`src/rtl/fifo_wr_arbiter.sv`:
```
// Round-robin arbiter sharing one FIFO write port between N_REQ requesters.
// A grant lasts until the grantee's req_last beat or MAX_BURST beats, whichever comes first.
module fifo_wr_arbiter #(
    parameter int unsigned N_REQ     = 4,
    parameter int unsigned DATA_W    = 8,
    parameter int unsigned MAX_BURST = 4,
    localparam int unsigned GNT_W    = $clog2(N_REQ)
) (
    input  logic                      wr_clk,
    input  logic                      wr_rst_n,
    input  logic [N_REQ-1:0]          req_valid,
    input  logic [N_REQ-1:0]          req_last,
    input  logic [N_REQ*DATA_W-1:0]   req_data,
    output logic [N_REQ-1:0]          req_ready,
    input  logic                      fifo_full,
    output logic                      fifo_wr_en,
    output logic [DATA_W-1:0]         fifo_wr_data,
    output logic [GNT_W-1:0]          grant_id,
    output logic                      busy
);

    localparam int unsigned CNT_W = $clog2(MAX_BURST + 1);

    localparam logic [0:0] ST_IDLE = 1'b0;
    localparam logic [0:0] ST_XFER = 1'b1;

    logic [0:0]        state;
    logic [0:0]        state_nx;
    logic [GNT_W-1:0]  rr_ptr;
    logic [GNT_W-1:0]  rr_ptr_nx;
    logic [GNT_W-1:0]  grant_nx;
    logic [CNT_W-1:0]  beat_cnt;
    logic [CNT_W-1:0]  beat_cnt_nx;

    logic [N_REQ-1:0]  hi_valid;
    logic [GNT_W-1:0]  pick_hi;
    logic [GNT_W-1:0]  pick_any;
    logic [GNT_W-1:0]  pick;

    logic              sel_valid;
    logic              sel_last;
    logic [DATA_W-1:0] sel_data;
    logic              burst_done;

    // Cyclic search from rr_ptr+1: prefer the lowest valid index above the pointer,
    // otherwise wrap to the lowest valid index overall.
    always_comb begin : rr_pick
        hi_valid = '0;
        pick_hi  = '0;
        pick_any = '0;
        for (int i = 0; i < int'(N_REQ); i++) begin
            hi_valid[i] = req_valid[i] && (GNT_W'(i) > rr_ptr);
        end
        for (int i = int'(N_REQ) - 1; i >= 0; i--) begin
            if (hi_valid[i]) begin
                pick_hi = GNT_W'(i);
            end
            if (req_valid[i]) begin
                pick_any = GNT_W'(i);
            end
        end
        pick = (|hi_valid) ? pick_hi : pick_any;
    end

    // Mux out the current grantee's request lane.
    always_comb begin : grant_mux
        sel_valid = 1'b0;
        sel_last  = 1'b0;
        sel_data  = '0;
        for (int i = 0; i < int'(N_REQ); i++) begin
            if (GNT_W'(i) == grant_id) begin
                sel_valid = req_valid[i];
                sel_last  = req_last[i];
                sel_data  = req_data[i*DATA_W +: DATA_W];
            end
        end
    end

    assign burst_done = sel_last || (beat_cnt == CNT_W'(MAX_BURST - 1));

    always_ff @(posedge wr_clk or negedge wr_rst_n) begin : fsm_reg
        if (!wr_rst_n) begin
            state    <= ST_IDLE;
            rr_ptr   <= GNT_W'(N_REQ - 1);
            grant_id <= '0;
            beat_cnt <= '0;
            busy     <= 1'b0;
        end else begin
            state    <= state_nx;
            rr_ptr   <= rr_ptr_nx;
            grant_id <= grant_nx;
            beat_cnt <= beat_cnt_nx;
            busy     <= (state_nx == ST_XFER);
        end
    end

    // Next state plus the handshake outputs, which must react to fifo_full in the same cycle.
    always_comb begin : fsm_comb
        state_nx     = state;
        rr_ptr_nx    = rr_ptr;
        grant_nx     = grant_id;
        beat_cnt_nx  = beat_cnt;
        req_ready    = '0;
        fifo_wr_en   = 1'b0;
        fifo_wr_data = '0;

        case (state)
            ST_IDLE: begin
                if (|req_valid) begin
                    state_nx    = ST_XFER;
                    grant_nx    = pick;
                    rr_ptr_nx   = pick;
                    beat_cnt_nx = '0;
                end
            end
            ST_XFER: begin
                fifo_wr_data = sel_data;
                for (int i = 0; i < int'(N_REQ); i++) begin
                    if (GNT_W'(i) == grant_id) begin
                        req_ready[i] = ~fifo_full;
                    end
                end
                fifo_wr_en = sel_valid & ~fifo_full;
                if (fifo_wr_en) begin
                    if (burst_done) begin
                        state_nx    = ST_IDLE;
                        beat_cnt_nx = '0;
                    end else begin
                        beat_cnt_nx = beat_cnt + CNT_W'(1);
                    end
                end
            end
            default: begin
                state_nx = ST_IDLE;
            end
        endcase
    end

endmodule
```
`config.mk`:
```
export PLATFORM = sky130hd
export DESIGN_NAME = fifo_wr_arbiter
export DESIGN_NICKNAME = d
export VERILOG_FILES = /design/src/rtl/fifo_wr_arbiter.sv
export SDC_FILE = /design/constraint.sdc
export NUM_CORES = 1
export LEC_CHECK = 0
export CELL_PAD_IN_SITES_DETAIL_PLACEMENT = 1
export CELL_PAD_IN_SITES_GLOBAL_PLACEMENT = 1
export CORE_MARGIN = 5
export CORE_UTILIZATION = 21
export DETAILED_ROUTE_END_ITERATION = 12
export MAX_ROUTING_LAYER = met4
export PLACE_DENSITY_LB_ADDON = 0.15
export SYNTH_ARGS = -nofsm -noshare
export SYNTH_HDL_FRONTEND = slang
export SYNTH_SLANG_ARGS = --single-unit
```
`constraint.sdc`:
```
create_clock -name wr_clk -period 1.49 [get_ports wr_clk]
set_input_delay 0.2235 -clock wr_clk [delete_from_list [all_inputs] [get_ports wr_clk]]
set_output_delay 0.2235 -clock wr_clk [all_outputs]
set_load 0.005 [all_outputs]
```
# Word-level counts from Yosys, hierarchy flattened

Index checks and enable logic that the tools add are counted.

Bits in registers: 8
Input port bits: 43
Output and inout port bits: 16

Add/sub/neg operators: 1
Magnitude comparators: 4
Equal/unequal tests: 6
Muxes and demuxes: 36
Bitwise operators: 3
Reductions and logical operators: 10

Operators by type and width:

| kind                                                                   | count |
|---|---|
| 8-bit 2-to-1 mux                                                       | 5 |
| 2-bit 2-to-1 mux                                                       | 9 |
| 1-bit 2-to-1 mux                                                       | 16 |
| 3-bit 2-to-1 mux                                                       | 3 |
| 4-bit OR reduction                                                     | 2 |
| 3-bit case mux with 2 select lines                                     | 1 |
| 2-bit equality test (first input constant)                             | 2 |
| 1-bit by 2-bit > comparator with 1-bit output (first input constant)   | 2 |
| 2-bit > comparator (first input constant)                              | 2 |
| 1-bit logical AND                                                      | 4 |
| 4-bit 2-to-1 mux                                                       | 1 |
| 2-bit AND reduction                                                    | 2 |
| 3-bit by 1-bit adder with 3-bit output (second input constant)         | 1 |
| 3-bit by 2-bit equality test with 1-bit output (second input constant) | 1 |
| 1-bit by 2-bit equality test with 1-bit output (first input constant)  | 1 |
| 2-bit logical NOT                                                      | 1 |
| 2-bit by 1-bit != test with 1-bit output (second input constant)       | 1 |
| 2-bit != test (second input constant)                                  | 1 |
| 1-bit NOT                                                              | 2 |
| 1-bit case mux with 2 select lines                                     | 1 |
| 1-bit AND                                                              | 1 |
| 1-bit logical OR                                                       | 1 |

# Longest topological paths before layout

Depth in word-level cells: 9
Gate-level depth with buffers: 6
Gate-level depth less buffers: 6

# Worst setup path before layout

OpenSTA, ideal clock, no wires.

Path kind: register to output
Start point: reg grant_id[0]
End point: out fifo_wr_data[0]
Arrival time: 1398 ps
Slack: -131 ps
Cell stages (with the launch flop): 5
Cells stage by stage: dfrtp_1 buf_2 buf_4 mux4_2 and2_1

Word-level cells in the longest chain between the ends: 6
Elaborated cells between the ends (all ways): 9

Ends and longest elaborated chain:

| element                        | RTL line | source |
|---|---|---|
| start, declared                | 18       | `output logic [GNT_W-1:0] grant_id,` |
| start signal, assigned         | 91       | `grant_id <= grant_nx;` |
| 2-bit logical NOT              | 71       | `if (GNT_W'(i) == grant_id) begin` |
| 8-bit 2-to-1 mux (3 in series) | 71       |  |
| 8-bit 2-to-1 mux *             | 71       |  |
| 8-bit 2-to-1 mux *             | 107      | `case (state)` |
| end, declared                  | 17       | `output logic [DATA_W-1:0] fifo_wr_data,` |

Every way passes the cells marked *; elsewhere a longest branch is shown, timed or not.

# Final worst setup path

Start point: reg grant_id[0]
End point: out fifo_wr_data[5]

The elaborated chain is that of the path after synthesis.

==> metrics.cfg <==
[run_status]
status=finished, violations left
violations=setup timing

[route]
drc_errors=0
post_drt_via_cell_ratio=4.695
drtIter0Drc=43
antenna_left=0
post_drt_wl_per_cell_um=17.34
vias=939
dr.pass1.iters=4
finalWirelength_mm=3.467

[global_routing]
grt_util_met2_pct=25.44
grt-ovfl-total=0
grt-busiest-layer=met2
grt_max_degree=15
antenna_found_initial=0
grt_pass1_wl_mm=5.644
grt_pass1_vias=1065
met1_usage_pct=16.49
grt_usage_pct=14.52
grt_use_met3_pct=3.551

[synthesis]
ys.flop_type=dfrtp_1
synthTopCellsByCount=9 x nor2_1, 8 x and2_1, 8 x mux4_2
synth_edf_count=0
synth_top_area_cell=mux4_2
syn_nets=121
ys_ff_latch=8
synth.distinct_cells=31
yosysWarningCount=0
avgSynthCellArea_um2=10.29
yosysTopAreaCellShare_pct=23.04
postSynthCellCount=76
async_flop_share_pct=100.0
synth_most_common_cell=nor2_1
syn_area_um2=782.0
yosys-top-cells-area=mux4_2 23%, dfrtp_1 19%, dfstp_2 6.7%
ys_seq_area_share_pct=25.92

[clocking]
cts_buffers=3
cts_buffer_depth=2
clk_root_buffer_cell=clkbuf_8
ctsHtreeMaxLevel=1
cts_hold_buf=0
cts.clk_slew.worst_paths_ps=50
cts_tree=yes
clock_sinks=8
clock_latency_ps=230

[critical_path]
crit_path_max_fanout=6
endpoint_kind=output port
critPathArrivalTime_ps=1540
required_ps=1270
start_kind=flip-flop
crit_type=reg2out

[sta]
worst_slack_ps=-274.8
final-setup-viol-count=18
post-route-min-period_ps=1765
fin_skew_ps=4.298
slew_headroom_pct=74.27
grt_setup_unrepaired=true
fmax_ghz=0.5666
fin_crit_sh_pct=118.4
finalHoldViolCount=0
maxSlewViolCount=0
worst_pin_slew_ps=384.8

[finish]
final_core_util_pct=47.62
final_area_um2=1730
drive_gt1_share_pct=46.05
finalNetCount=198
syn_to_final_growth_pct=121.3
diodes=0

[floorplanning]
die_area_um2=5045
rows=22
die_w_um=71.03
pin_count=59
core_area_um2=3633
die_height_um=71.03
initial_core_util_pct=21.52

[place]
dpl.hpwl_mm=2.507
placed_cell_area_um2=1496
gp_congestion=0.7730
port-buffer-count=58

[pwr]
ir_drop_mv=0.8299
p_leak_nw=0.7365
power.density_nw_per_um2=1655

[run]
maxCapViolations=0

[hold_path]
hold_path.class=in2async

## cells by family after synthesis
logic type | synth area share (%)
multiplexers | 29.44
flip-flops | 25.92
adder cells (fa/ha/maj) | 3.199
AO/OA/AOI/OAI | 15.52
buffers and inverters | 5.120
AND/OR/NAND/NOR | 20.80
## final timing paths
check,endpoint,slack [ps],cells past startpoint,startpoint
max in group asynchronous,rr_ptr[1],900,1,wr_rst_n
worst min-delay path,beat_cnt[2],280,1,wr_rst_n
min in group wr_clk,beat_cnt[2],510,1,beat_cnt[2]
worst max register to register,beat_cnt[0],-80,5,grant_id[1]
worst min register to register,beat_cnt[2],510,1,beat_cnt[2]
worst max-delay path,fifo_wr_data[5],-270,4,grant_id[0]
## sequential cells by signal, summed over array words and instances, names as in the netlist
| name | count |
|---|---|
| beat_cnt | 3 |
| grant_id | 2 |
| state | 1 |
| rr_ptr | 2 |
## repair_timing
item,CTS,global route
gates cloned,2,0
setup buffers,7,2
pin swaps,16,3
setup endpoints to repair,20,23
gates resized for setup,91,18
## cell usage in the layout, fill, tap and decap left out, types with 2 or more instances in the layout
| cell | n |
|---|---|
| dlymetal6s2s_1 | 2 |
| mux4_2 | 8 |
| buf_6 | 15 |
| nor2_1 | 5 |
| nand2_1 | 3 |
| inv_1 | 4 |
| buf_2 | 4 |
| dfstp_2 | 2 |
| buf_4 | 10 |
| and2_4 | 8 |
| nor2_2 | 2 |
| mux2i_1 | 3 |
| a21oi_1 | 2 |
| clkdlybuf4s50_1 | 38 |
| dlygate4sd2_1 | 5 |
| nand3b_1 | 2 |
| dfrtp_1 | 6 |
| ha_1 | 2 |
| nor2_4 | 2 |
| mux2i_4 | 2 |
| o2bb2ai_2 | 2 |
| clkbuf_8 | 3 |
## stage by stage
step | worst slack (ps) | power, mW | TNS, ps | hold slack [ps] | instances
after floorplan | -18.32 | 1.292 | -128.2 | -72.09 | 76
after global placement | -529.9 | 2.041 | -6902 | 477.0 | 189
after detailed placement | -543.2 | 2.080 | -7136 | 481.3 | 189
after CTS | -316.5 | 2.839 | -3545 | 281.3 | 202
after global routing | -330.3 | 3.051 | -3934 | 306.9 | 200
final | -274.8 | 2.864 | -2929 | 276.7 | 200
## power breakdown
| part | switching, mW | internal (mW) | total, mW |
|---|---|---|---|
| registers | 0.0999 | 0.327 | 0.427 |
| logic | 0.823 | 1.33 | 2.15 |
| clock network | 0.0990 | 0.187 | 0.286 |
## critical path, stage by stage (launching register included)
cell,delay (ps)
dfrtp_1,380
buf_6,170
mux4_2,500
and2_4,150
buf_6,110
## layer usage
metal	vias to the layer above	share of wire (%)
li1	435	-
met1	459	42
met2	41	50
met3	4	6.8
met4	0	0.66
met5	-	0
## final cells by class
type	count	area [um^2]
Timing Repair Buffer	76	738.2
Sequential cell	8	202.7
Fill cell	396	1903
Clock buffer	4	45.04
Inverter	5	21.27
Multi-Input combinational cell	59	663.1
Tap cell	48	60.06
Power figures use the tool's default switching activity.
